$ cat src/rtl/rr_arbiter_8.sv
// Round-robin arbiter for 8 requesters sharing one decoded resource slot.
// Registered 3-bit owner index with bounded hold time and a one-cycle turnaround gap.
module rr_arbiter_8 #(
    parameter int unsigned N        = 8,
    parameter int unsigned MAX_HOLD = 16
) (
    input  logic                 clk,
    input  logic                 rst_n,
    input  logic                 en,
    input  logic [N-1:0]         req,
    output logic [N-1:0]         grant,
    output logic [$clog2(N)-1:0] grant_idx,
    output logic                 grant_vld,
    output logic                 timeout
);

    localparam int unsigned IW = $clog2(N);

    typedef enum logic [1:0] {
        IDLE,
        GRANT,
        GAP
    } state_t;

    state_t        state;
    logic [IW-1:0] last;
    logic [7:0]    hold_cnt;
    logic          vld_q;
    logic          pick_vld;
    logic [IW-1:0] pick_idx;

    // First requester found searching last+1, last+2, ... wrapping mod N.
    function automatic logic [IW:0] pick(input logic [N-1:0] r, input logic [IW-1:0] from);
        logic          found;
        logic [IW-1:0] idx;
        logic [IW-1:0] cand;
        found = 1'b0;
        idx   = '0;
        for (int unsigned k = 1; k <= N; k++) begin
            cand = IW'((32'(from) + k) % N);
            if (!found && r[cand]) begin
                found = 1'b1;
                idx   = cand;
            end
        end
        return {found, idx};
    endfunction

    always_comb begin
        {pick_vld, pick_idx} = pick(req, last);
    end

    always_ff @(posedge clk) begin
        if (!rst_n) begin
            state     <= IDLE;
            last      <= IW'(N - 1);
            hold_cnt  <= '0;
            vld_q     <= 1'b0;
            grant_idx <= '0;
            timeout   <= 1'b0;
        end else begin
            timeout <= 1'b0;
            if (en) begin
                case (state)
                    // GAP is the single turnaround cycle; its exit edge arbitrates like IDLE.
                    IDLE, GAP: begin
                        if (pick_vld) begin
                            grant_idx <= pick_idx;
                            vld_q     <= 1'b1;
                            hold_cnt  <= 8'd1;
                            state     <= GRANT;
                        end else begin
                            state <= IDLE;
                        end
                    end
                    GRANT: begin
                        if (!req[grant_idx]) begin
                            last  <= grant_idx;
                            vld_q <= 1'b0;
                            state <= GAP;
                        end else if (hold_cnt == 8'(MAX_HOLD)) begin
                            last    <= grant_idx;
                            vld_q   <= 1'b0;
                            timeout <= 1'b1;
                            state   <= GAP;
                        end else begin
                            hold_cnt <= hold_cnt + 8'd1;
                        end
                    end
                    default: state <= IDLE;
                endcase
            end
        end
    end

    assign grant_vld = vld_q & en;
    assign grant     = (en && vld_q) ? ({{(N-1){1'b0}}, 1'b1} << grant_idx) : '0;

endmodule

$ cat config.mk
export PLATFORM = sky130hd
export DESIGN_NAME = rr_arbiter_8
export DESIGN_NICKNAME = d
export VERILOG_FILES = /design/src/rtl/rr_arbiter_8.sv
export SDC_FILE = /design/constraint.sdc
export NUM_CORES = 1
export LEC_CHECK = 0
export ABC_AREA = 1
export CAP_MARGIN = 20
export CORE_ASPECT_RATIO = 2
export CORE_MARGIN = 2
export CORE_UTILIZATION = 50
export DETAILED_ROUTE_END_ITERATION = 16
export PLACE_DENSITY = 0.83
export SETUP_SLACK_MARGIN = 0.1
export SLEW_MARGIN = 20
export SYNTH_ARGS = -nofsm -noshare
export SYNTH_HDL_FRONTEND = slang
export SYNTH_SLANG_ARGS = --single-unit
$ cat constraint.sdc
create_clock -name clk -period 1.96 [get_ports clk]
set_input_delay 0.588 -clock clk [delete_from_list [all_inputs] [get_ports clk]]
set_output_delay 0.588 -clock clk [all_outputs]
set_load 0.03 [all_outputs]
==> results of run 1 <==
==> critical path, delay by kind of cell, from the launching register on <==
family	cells	cell delay, ns
AO/OA/AOI/OAI	1	0.07
adder cells (fa/ha/maj)	1	0.30
buffers and inverters	2	0.17
flip-flops	1	0.34
AND/OR/NAND/NOR	10	1.12
==> power by group through the flow <==
stage,combinational (uW),sequential (uW),clock [uW]
3_3_place_gp,861,436,0
2_1_floorplan,551,438,0
5_1_grt,1160,436,268
4_1_cts,971,430,252
3_5_place_dp,879,437,0
6_report,1080,432,249
==> layout make-up <==
type	instances	area, sq um	share of cell area
Sequential cell	18	370	0.134
Multi-Input combinational cell	231	1550	0.561
Clock buffer	3	41.3	0.0150
Inverter	33	139	0.0504
Timing Repair Buffer	75	599	0.217
Tap cell	48	60.1	0.0218
==> metrics by stage <==
stage	std cells	util	total power [uW]
6_report	408	0.807	1760
5_1_grt	408	0.807	1870
4_1_cts	405	0.783	1650
3_5_place_dp	397	0.721	1320
3_3_place_gp	397	0.721	1300
2_1_floorplan	289	-	990
==> sequential cells by signal, indices dropped and copies added, names as in the netlist <==
signal and cells:
last 3, hold_cnt 8, grant_idx 3, state 2, timeout 1, vld_q 1
==> final timing paths <==
check,startpoint,end
setup reg to reg,last[1]$_SDFFE_PN1P_,hold_cnt[7]$_SDFFE_PN0P_
hold / removal,grant_idx[2]$_SDFFE_PN0P_,grant_idx[2]$_SDFFE_PN0P_
setup / recovery,last[1]$_SDFFE_PN1P_,hold_cnt[7]$_SDFFE_PN0P_
hold reg to reg,grant_idx[2]$_SDFFE_PN0P_,grant_idx[2]$_SDFFE_PN0P_
==> metal layers <==
metal,global-route usage,part of all wire
met1,0.288,0.33
met2,0.587,0.57
met4,0.218,0.051
met3,0.0449,0.046
met5,0,0
==> logic make-up (layout without fill, tap and decap cells) <==
group           Yosys count  in the layout  synth area share
simple gates            195            196             0.539
buf+inv                  41            111             0.106
compound gates           22             22            0.0759
flops                    18             18             0.203
xor+xnor                  9              9            0.0485
fa+ha+maj                 4              4            0.0281
==> cells in the final DEF (no fill, tap or decap), drive strengths merged <==
| cell type | Yosys | routed |
|---|---|---|
| clkdlybuf4s50 | 0 | 2 |
| clkbuf | 0 | 4 |
| nand3b | 1 | 1 |
| inv | 32 | 31 |
| nand3 | 53 | 53 |
| nor3 | 5 | 5 |
| nand2 | 94 | 95 |
| clkinv | 1 | 2 |
| buf | 7 | 62 |
| xnor2 | 4 | 4 |
| ha | 4 | 4 |
| dlygate4sd2 | 0 | 8 |
| o21ai | 3 | 3 |
| a31oi | 2 | 2 |
| dlymetal6s2s | 0 | 1 |
| nor2 | 34 | 34 |
| a21oi | 11 | 11 |
| clkdlybuf4s15 | 0 | 1 |
| dfxtp | 18 | 18 |
| o22ai | 1 | 1 |
| nand4 | 6 | 6 |
| o2111ai | 2 | 2 |
| o211ai | 3 | 3 |
| and3 | 1 | 1 |
| nor4b | 1 | 1 |
| xor2 | 5 | 5 |
==> timing repair <==
action,in CTS,in global routing
gates resized for setup,46,23
setup buffers,4,3
endpoints found under the setup margin,28,26
hold buffers,0,0
pin swaps,20,16
cloned,1,0
==> metrics.md, run 1 <==
| Metric | Value |
|---|---|
| Status | `complete, but fails checks` |
| Violated checks | `setup timing` |
| Clock sink count | `18` |
| Worst-Skew Late Latency | `0.25 ns` |
| Commonest cells in the netlist | `nand2_1, nand3_1, nor2_1` |
| Part of the power in the clock network | `0.142` |
| Synth Register Bits | `18` |
| Layout cell share with drive strength beyond 1 | `0.392` |
| Count leader, synth | `nand2_1` |
| Routability cong. | `0.955` |
| Max Slew Vio Count | `0` |
| TritonCTS clock tree | `yes` |
| Iteration count of the initial detailed-routing pass | `5` |
| Post-synthesis sequential area ratio | `0.203` |
| Core area | `3420 sq um` |
| Yosys Warn Count | `0` |
| Top FF cell, synth | `dfxtp_1` |
| Deepest clock path buffer count | `2` |
| Vias in the first global route | `2194` |
| Top-Level Pins | `24` |
| Total track usage | `0.316` |
| WS Path Type | `reg2reg` |
| Worst Tran Pin Value | `0.771 ns` |
| Yosys top cell by area | `dfxtp_1` |
| Final net count | `377` |
| Antenna violations before repair | `0` |
| WL/cell | `15.9 um` |
| Critical path's largest stage delay | `0.34 ns` |
| Hold Path Class | `reg2reg` |
| Initial Util | `0.521` |
| Fillcell total | `220` |
| Worst path arrival time | `2.25 ns` |
| Crit path capture type | `register` |
| Pint | `972 uW` |
| Post-DR vias/cell | `5.64` |
| Port bufs | `23` |
| Synth unique cells | `37` |
| Grt total ovfl | `0` |
| Leak | `0.00126 uW` |
| Reg2reg setup slack | `-0.16 ns` |
| Antenna Violating Nets Remaining | `0` |
| Die Y | `88.4 um` |
| Site row count | `30` |
| CTS Root Cell | `clkbuf_8` |
| Global-route wire length before repair | `9.43 mm` |
| Antenna cells | `0` |
| Worst path cell trace | `inv_2, ha_4, inv_6, nand3_1, nand2_2, nand2_1, nand2_2, nand4_4, nor2_4, nand3_4, nand2_8, nand2_8, nand2_1, a21oi_1` |
| Async set-reset flop share out of synthesis | `0` |
| Die width | `46.2 um` |
| Tcrit/Tclk final | `1.08` |
| DPL Wire Length | `4.41 mm` |
| Drt initial violations | `121` |
| Final worst slack | `-0.161 ns` |
| Ranking of synthesized cells by area | `dfxtp_1, nand2_1, nand3_1, nor2_1, inv_1` |
| Flop pwr share | `0.246` |
| Worst vdd ir | `627 uV` |
| Post-Syn Area | `1780 sq um` |
| Final Hold Fails | `0` |
| Drt drc | `0` |
| Area delta synth->final | `54.9%` |
| CP Data Required Time | `2.09 ns` |
| Switch share | `0.446` |
| Finished Cell Area | `2760 sq um` |
| Pre-CTS WS | `-0.556 ns` |
| Gate power share | `0.612` |
| Slowest CP cell | `dfxtp_2` |
| Final TNS setup | `-1.75 ns` |
| PwrDens | `637 nW/um^2` |
| Vias post-DR | `2300` |
| Placed Area | `2460 sq um` |
| Sw power | `784 uW` |
| MaxCap Viol Count | `0` |
| Total die area | `4080 sq um` |
| Synthesized area per cell | `6.16 sq um` |
| Syn Inst Count | `289` |
| Post-Route WL | `6.47 mm` |
| Top cell type's share of synthesized area | `0.203` |
| Fmax | `0.471 GHz` |
| Reg2Reg Depth | `14` |
| Net count after synthesis | `304` |
| Largest net degree at the start of global routing | `12` |
| H-tree depth | `1` |
| Critical path fanouts, max | `7` |
| CTS buffer count | `3` |
| EDFF count, synth | `0` |
| WHS Path Cells | `2` |
| Startpoint types | `register` |
| Slew HR | `0.484` |
| RSZ-0062 raised after global routing | `true` |
| # setup viols final | `13` |
| Fin Hold WS | `0.528 ns` |
| Clock Skew | `0.00529 ns` |
| Final min period | `2.12 ns` |
| Clk slew on worst S/H paths | `0.06 ns` |
Note: power is estimated with default switching activity, not from simulation.
==> run 2, diff against run 1 <==
--- a/config.mk
+++ b/config.mk
@@ -11,9 +11,9 @@
 export CORE_MARGIN = 2
 export CORE_UTILIZATION = 50
 export DETAILED_ROUTE_END_ITERATION = 16
-export PLACE_DENSITY = 0.83
+export PLACE_DENSITY = 0.8
 export SETUP_SLACK_MARGIN = 0.1
-export SLEW_MARGIN = 20
+export SLEW_MARGIN = 40
 export SYNTH_ARGS = -nofsm -noshare
 export SYNTH_HDL_FRONTEND = slang
 export SYNTH_SLANG_ARGS = --single-unit
==> constraint.sdc (replaced) <==
create_clock -name clk -period 2.1 [get_ports clk]
set_input_delay 0.63 -clock clk [delete_from_list [all_inputs] [get_ports clk]]
set_output_delay 0.63 -clock clk [all_outputs]
set_load 0.03 [all_outputs]
==> metrics.md, run 2 (same netlist as run 1, synthesis figures left out) <==
| Metric | Value |
|---|---|
| Status | `complete, but fails checks (unchanged)` |
| Violated checks | `setup timing (unchanged)` |
| Part of the power in the clock network | `0.164 (was 0.142)` |
| Global-route wire length before repair | `11.0 mm (was 9.43 mm)` |
| Worst reg2reg endpoint | `hold_cnt[5]$_SDFFE_PN0P_ (was hold_cnt[7]$_SDFFE_PN0P_)` |
| Vias in the first global route | `2454 (was 2194)` |
| Total die area | `4080 sq um (unchanged)` |
| RSZ-0062 raised after global routing | `true (unchanged)` |
| Largest net degree at the start of global routing | `12 (unchanged)` |
| Clock sink count | `18 (unchanged)` |
| Commonest non-fill, non-tap cell in the layout | `buf_4 (was nand2_1)` |
| Final worst slack | `-0.0627 ns (was -0.161 ns)` |
| Antenna violations before repair | `0 (unchanged)` |
| Startpoint types | `register (unchanged)` |
| Final min period | `2.16 ns (was 2.12 ns)` |
| Worst r2r src | `last[0]$_SDFFE_PN1P_ (was last[1]$_SDFFE_PN1P_)` |
| Post-DR vias/cell | `5.72 (was 5.64)` |
| Clk slew on worst S/H paths | `0.08 ns (was 0.06 ns)` |
| Worst path arrival time | `2.30 ns (was 2.25 ns)` |
| Die Y | `88.4 um (unchanged)` |
| Switch share | `0.441 (was 0.446)` |
| Die width | `46.2 um (unchanged)` |
| Drt initial violations | `126 (was 121)` |
| Pint | `999 uW (was 972 uW)` |
| Total track usage | `0.370 (was 0.316)` |
| Iteration count of the initial detailed-routing pass | `5 (unchanged)` |
| Flop pwr share | `0.221 (was 0.246)` |
| WS Path Type | `reg2reg (unchanged)` |
| Most frequent cells in the layout | `buf_4, nand2_1, nand3_1 (was nand2_1, buf_4, nand3_1)` |
| Biggest register | `hold_cnt (unchanged)` |
| PwrDens | `620 nW/um^2 (was 637 nW/um^2)` |
| Antenna Violating Nets Remaining | `0 (unchanged)` |
| Fmax | `0.462 GHz (was 0.471 GHz)` |
| Largest registers | `hold_cnt (8), grant_idx (3), last (3) (unchanged)` |
| Layout cell share with drive strength beyond 1 | `0.424 (was 0.392)` |
| Number of flip-flops in the largest register | `8 (unchanged)` |
| Crit path capture type | `register (unchanged)` |
| Vias post-DR | `2408 (was 2300)` |
| Final Hold Fails | `0 (unchanged)` |
| Tcrit/Tclk final | `1.03 (was 1.08)` |
| CTS buffer count | `3 (unchanged)` |
| Fillcell total | `202 (was 220)` |
| Gate power share | `0.615 (was 0.612)` |
| DPL Wire Length | `4.50 mm (was 4.41 mm)` |
| Critical path fanouts, max | `7 (unchanged)` |
| WL/cell | `17.0 um (was 15.9 um)` |
| MaxCap Viol Count | `0 (unchanged)` |
| CP Data Required Time | `2.24 ns (was 2.09 ns)` |
| Reg2reg setup slack | `-0.06 ns (was -0.16 ns)` |
| Worst-Skew Late Latency | `0.26 ns (was 0.25 ns)` |
| Post-Route WL | `7.14 mm (was 6.47 mm)` |
| Register area | `367 sq um (was 370 sq um)` |
| Final Non-Filler Cells | `421 (was 408)` |
| Placed insts | `400 (was 397)` |
| CP Capture Point | `hold_cnt[5]$_SDFFE_PN0P_ (was hold_cnt[7]$_SDFFE_PN0P_)` |
| Slew HR | `0.589 (was 0.484)` |
| Area occupied by multi-input gates | `1570 sq um (was 1550 sq um)` |
| CP startpoint | `last[0]$_SDFFE_PN1P_ (was last[1]$_SDFFE_PN1P_)` |
| Top-Level Pins | `24 (unchanged)` |
| Reg2Reg Depth | `13 (was 14)` |
| Worst vdd ir | `573 uV (was 627 uV)` |
| Grt total ovfl | `0 (unchanged)` |
| Site row count | `30 (unchanged)` |
| Initial Util | `0.521 (unchanged)` |
| Worst Tran Pin Value | `0.614 ns (was 0.771 ns)` |
| Leak | `0.00133 uW (was 0.00126 uW)` |
| Sw power | `788 uW (was 784 uW)` |
| H-tree depth | `1 (unchanged)` |
| Hold Path Class | `reg2reg (unchanged)` |
| Core area | `3420 sq um (unchanged)` |
| Area delta synth->final | `62.1% (was 54.9%)` |
| # setup viols final | `10 (was 13)` |
| Fin Hold WS | `0.471 ns (was 0.528 ns)` |
| Port bufs | `23 (unchanged)` |
| TritonCTS clock tree | `yes (unchanged)` |
| Routability cong. | `0.900 (was 0.955)` |
| Clock Skew | `0.00835 ns (was 0.00529 ns)` |
| Antenna cells | `0 (unchanged)` |
| CTS Root Cell | `clkbuf_8 (unchanged)` |
| Drt drc | `0 (unchanged)` |
| Final net count | `389 (was 377)` |
| Deepest clock path buffer count | `2 (unchanged)` |
| Max Slew Vio Count | `0 (unchanged)` |
-- run 2: cell count changes in the layout (fill, tap and decap cells not counted), sizes merged --
cell,previous run,this run
buf,62,73
clkdlybuf4s15,1,3
clkdlybuf4s50,2,3
dlymetal6s2s,1,0
clkbuf,4,5
dlygate4sd2,8,7
-- run 2: layout make-up --
type | instances | area share
multi-input cells | 231 | 0.545
repair buffers | 87 | 0.239
flip-flops and latches | 18 | 0.127
inverters | 33 | 0.0490
well taps | 48 | 0.0208
clock buffers | 4 | 0.0191
-- run 2: worst max-delay path, cell delays in order, from the launching register on --
cell and delay (ns):
dfxtp_4 0.38, inv_4 0.04, ha_4 0.33, nand3_2 0.15, nand3_4 0.15, nand2_4 0.07, nor2_4 0.15, nand4_4 0.12
nor2_4 0.16, nand3_4 0.14, nand2_8 0.13, nand2_8 0.09, nand2_1 0.07, a21oi_1 0.06
-- run 2: worst min-delay path by stage --
| stage | from | endpoint | slack, ns | cells past startpoint |
|---|---|---|---|---|
| final | state[1]$_SDFFE_PN0P_ | state[1]$_SDFFE_PN0P_ | 0.47 | 2 |
| after global routing | state[1]$_SDFFE_PN0P_ | state[1]$_SDFFE_PN0P_ | 0.50 | 2 |
| after CTS | state[1]$_SDFFE_PN0P_ | state[1]$_SDFFE_PN0P_ | 0.47 | 2 |
| after detailed placement | state[1]$_SDFFE_PN0P_ | state[1]$_SDFFE_PN0P_ | 0.46 | 2 |
| after global placement | state[1]$_SDFFE_PN0P_ | state[1]$_SDFFE_PN0P_ | 0.45 | 2 |
| after floorplan | state[1]$_SDFFE_PN0P_ | state[1]$_SDFFE_PN0P_ | 0.44 | 2 |
-- run 2: through the flow --
step / area [sq um] / util / setup slack [ns] / TNS, ns / power (uW)
floorplan: 1890 / - / 0.101 / 0 / 915
global placement: 2460 / 0.721 / -0.424 / -7.69 / 1240
detailed placement: 2460 / 0.721 / -0.468 / -8.63 / 1250
CTS: 2790 / 0.818 / 0.0525 / 0 / 1670
global route: 2880 / 0.844 / -0.174 / -1.80 / 1870
finish: 2880 / 0.844 / -0.0627 / -0.518 / 1790
-- run 2: what timing repair did --
item                       CTS  global route
cloned                       1             0
setup endpoints to repair   28            21
hold buffers                 0             0
buffers inserted            14             2
pin swaps                   27            16
resized for setup           54            22
-- run 2: power by group through the flow --
stage | combinational, uW | sequential (uW) | clock, uW
CTS | 984 | 394 | 290
finish | 1100 | 396 | 292
global placement | 838 | 401 | 0
floorplan | 506 | 409 | 0
global route | 1170 | 398 | 302
detailed placement | 852 | 401 | 0
-- run 2: layer usage --
metal / GRT usage / share of wire / wire length (um) / vias to the layer above
li1: - / - / - / 1108
met1: 0.307 / 0.33 / 2330 / 1130
met2: 0.698 / 0.57 / 4060 / 126
met3: 0.0898 / 0.047 / 337 / 44
met4: 0.247 / 0.058 / 413 / 0
met5: 0 / 0 / 0 / -
==> run 3, diff against run 2 <==
--- a/config.mk
+++ b/config.mk
@@ -10,6 +10,7 @@
 export CORE_ASPECT_RATIO = 2
 export CORE_MARGIN = 2
 export CORE_UTILIZATION = 50
+export CTS_CLUSTER_SIZE = 25
 export DETAILED_ROUTE_END_ITERATION = 16
 export PLACE_DENSITY = 0.8
 export SETUP_SLACK_MARGIN = 0.1
==> results of run 3 <==
Same layout as run 2: the final DEF is identical, and so are final timing and power.
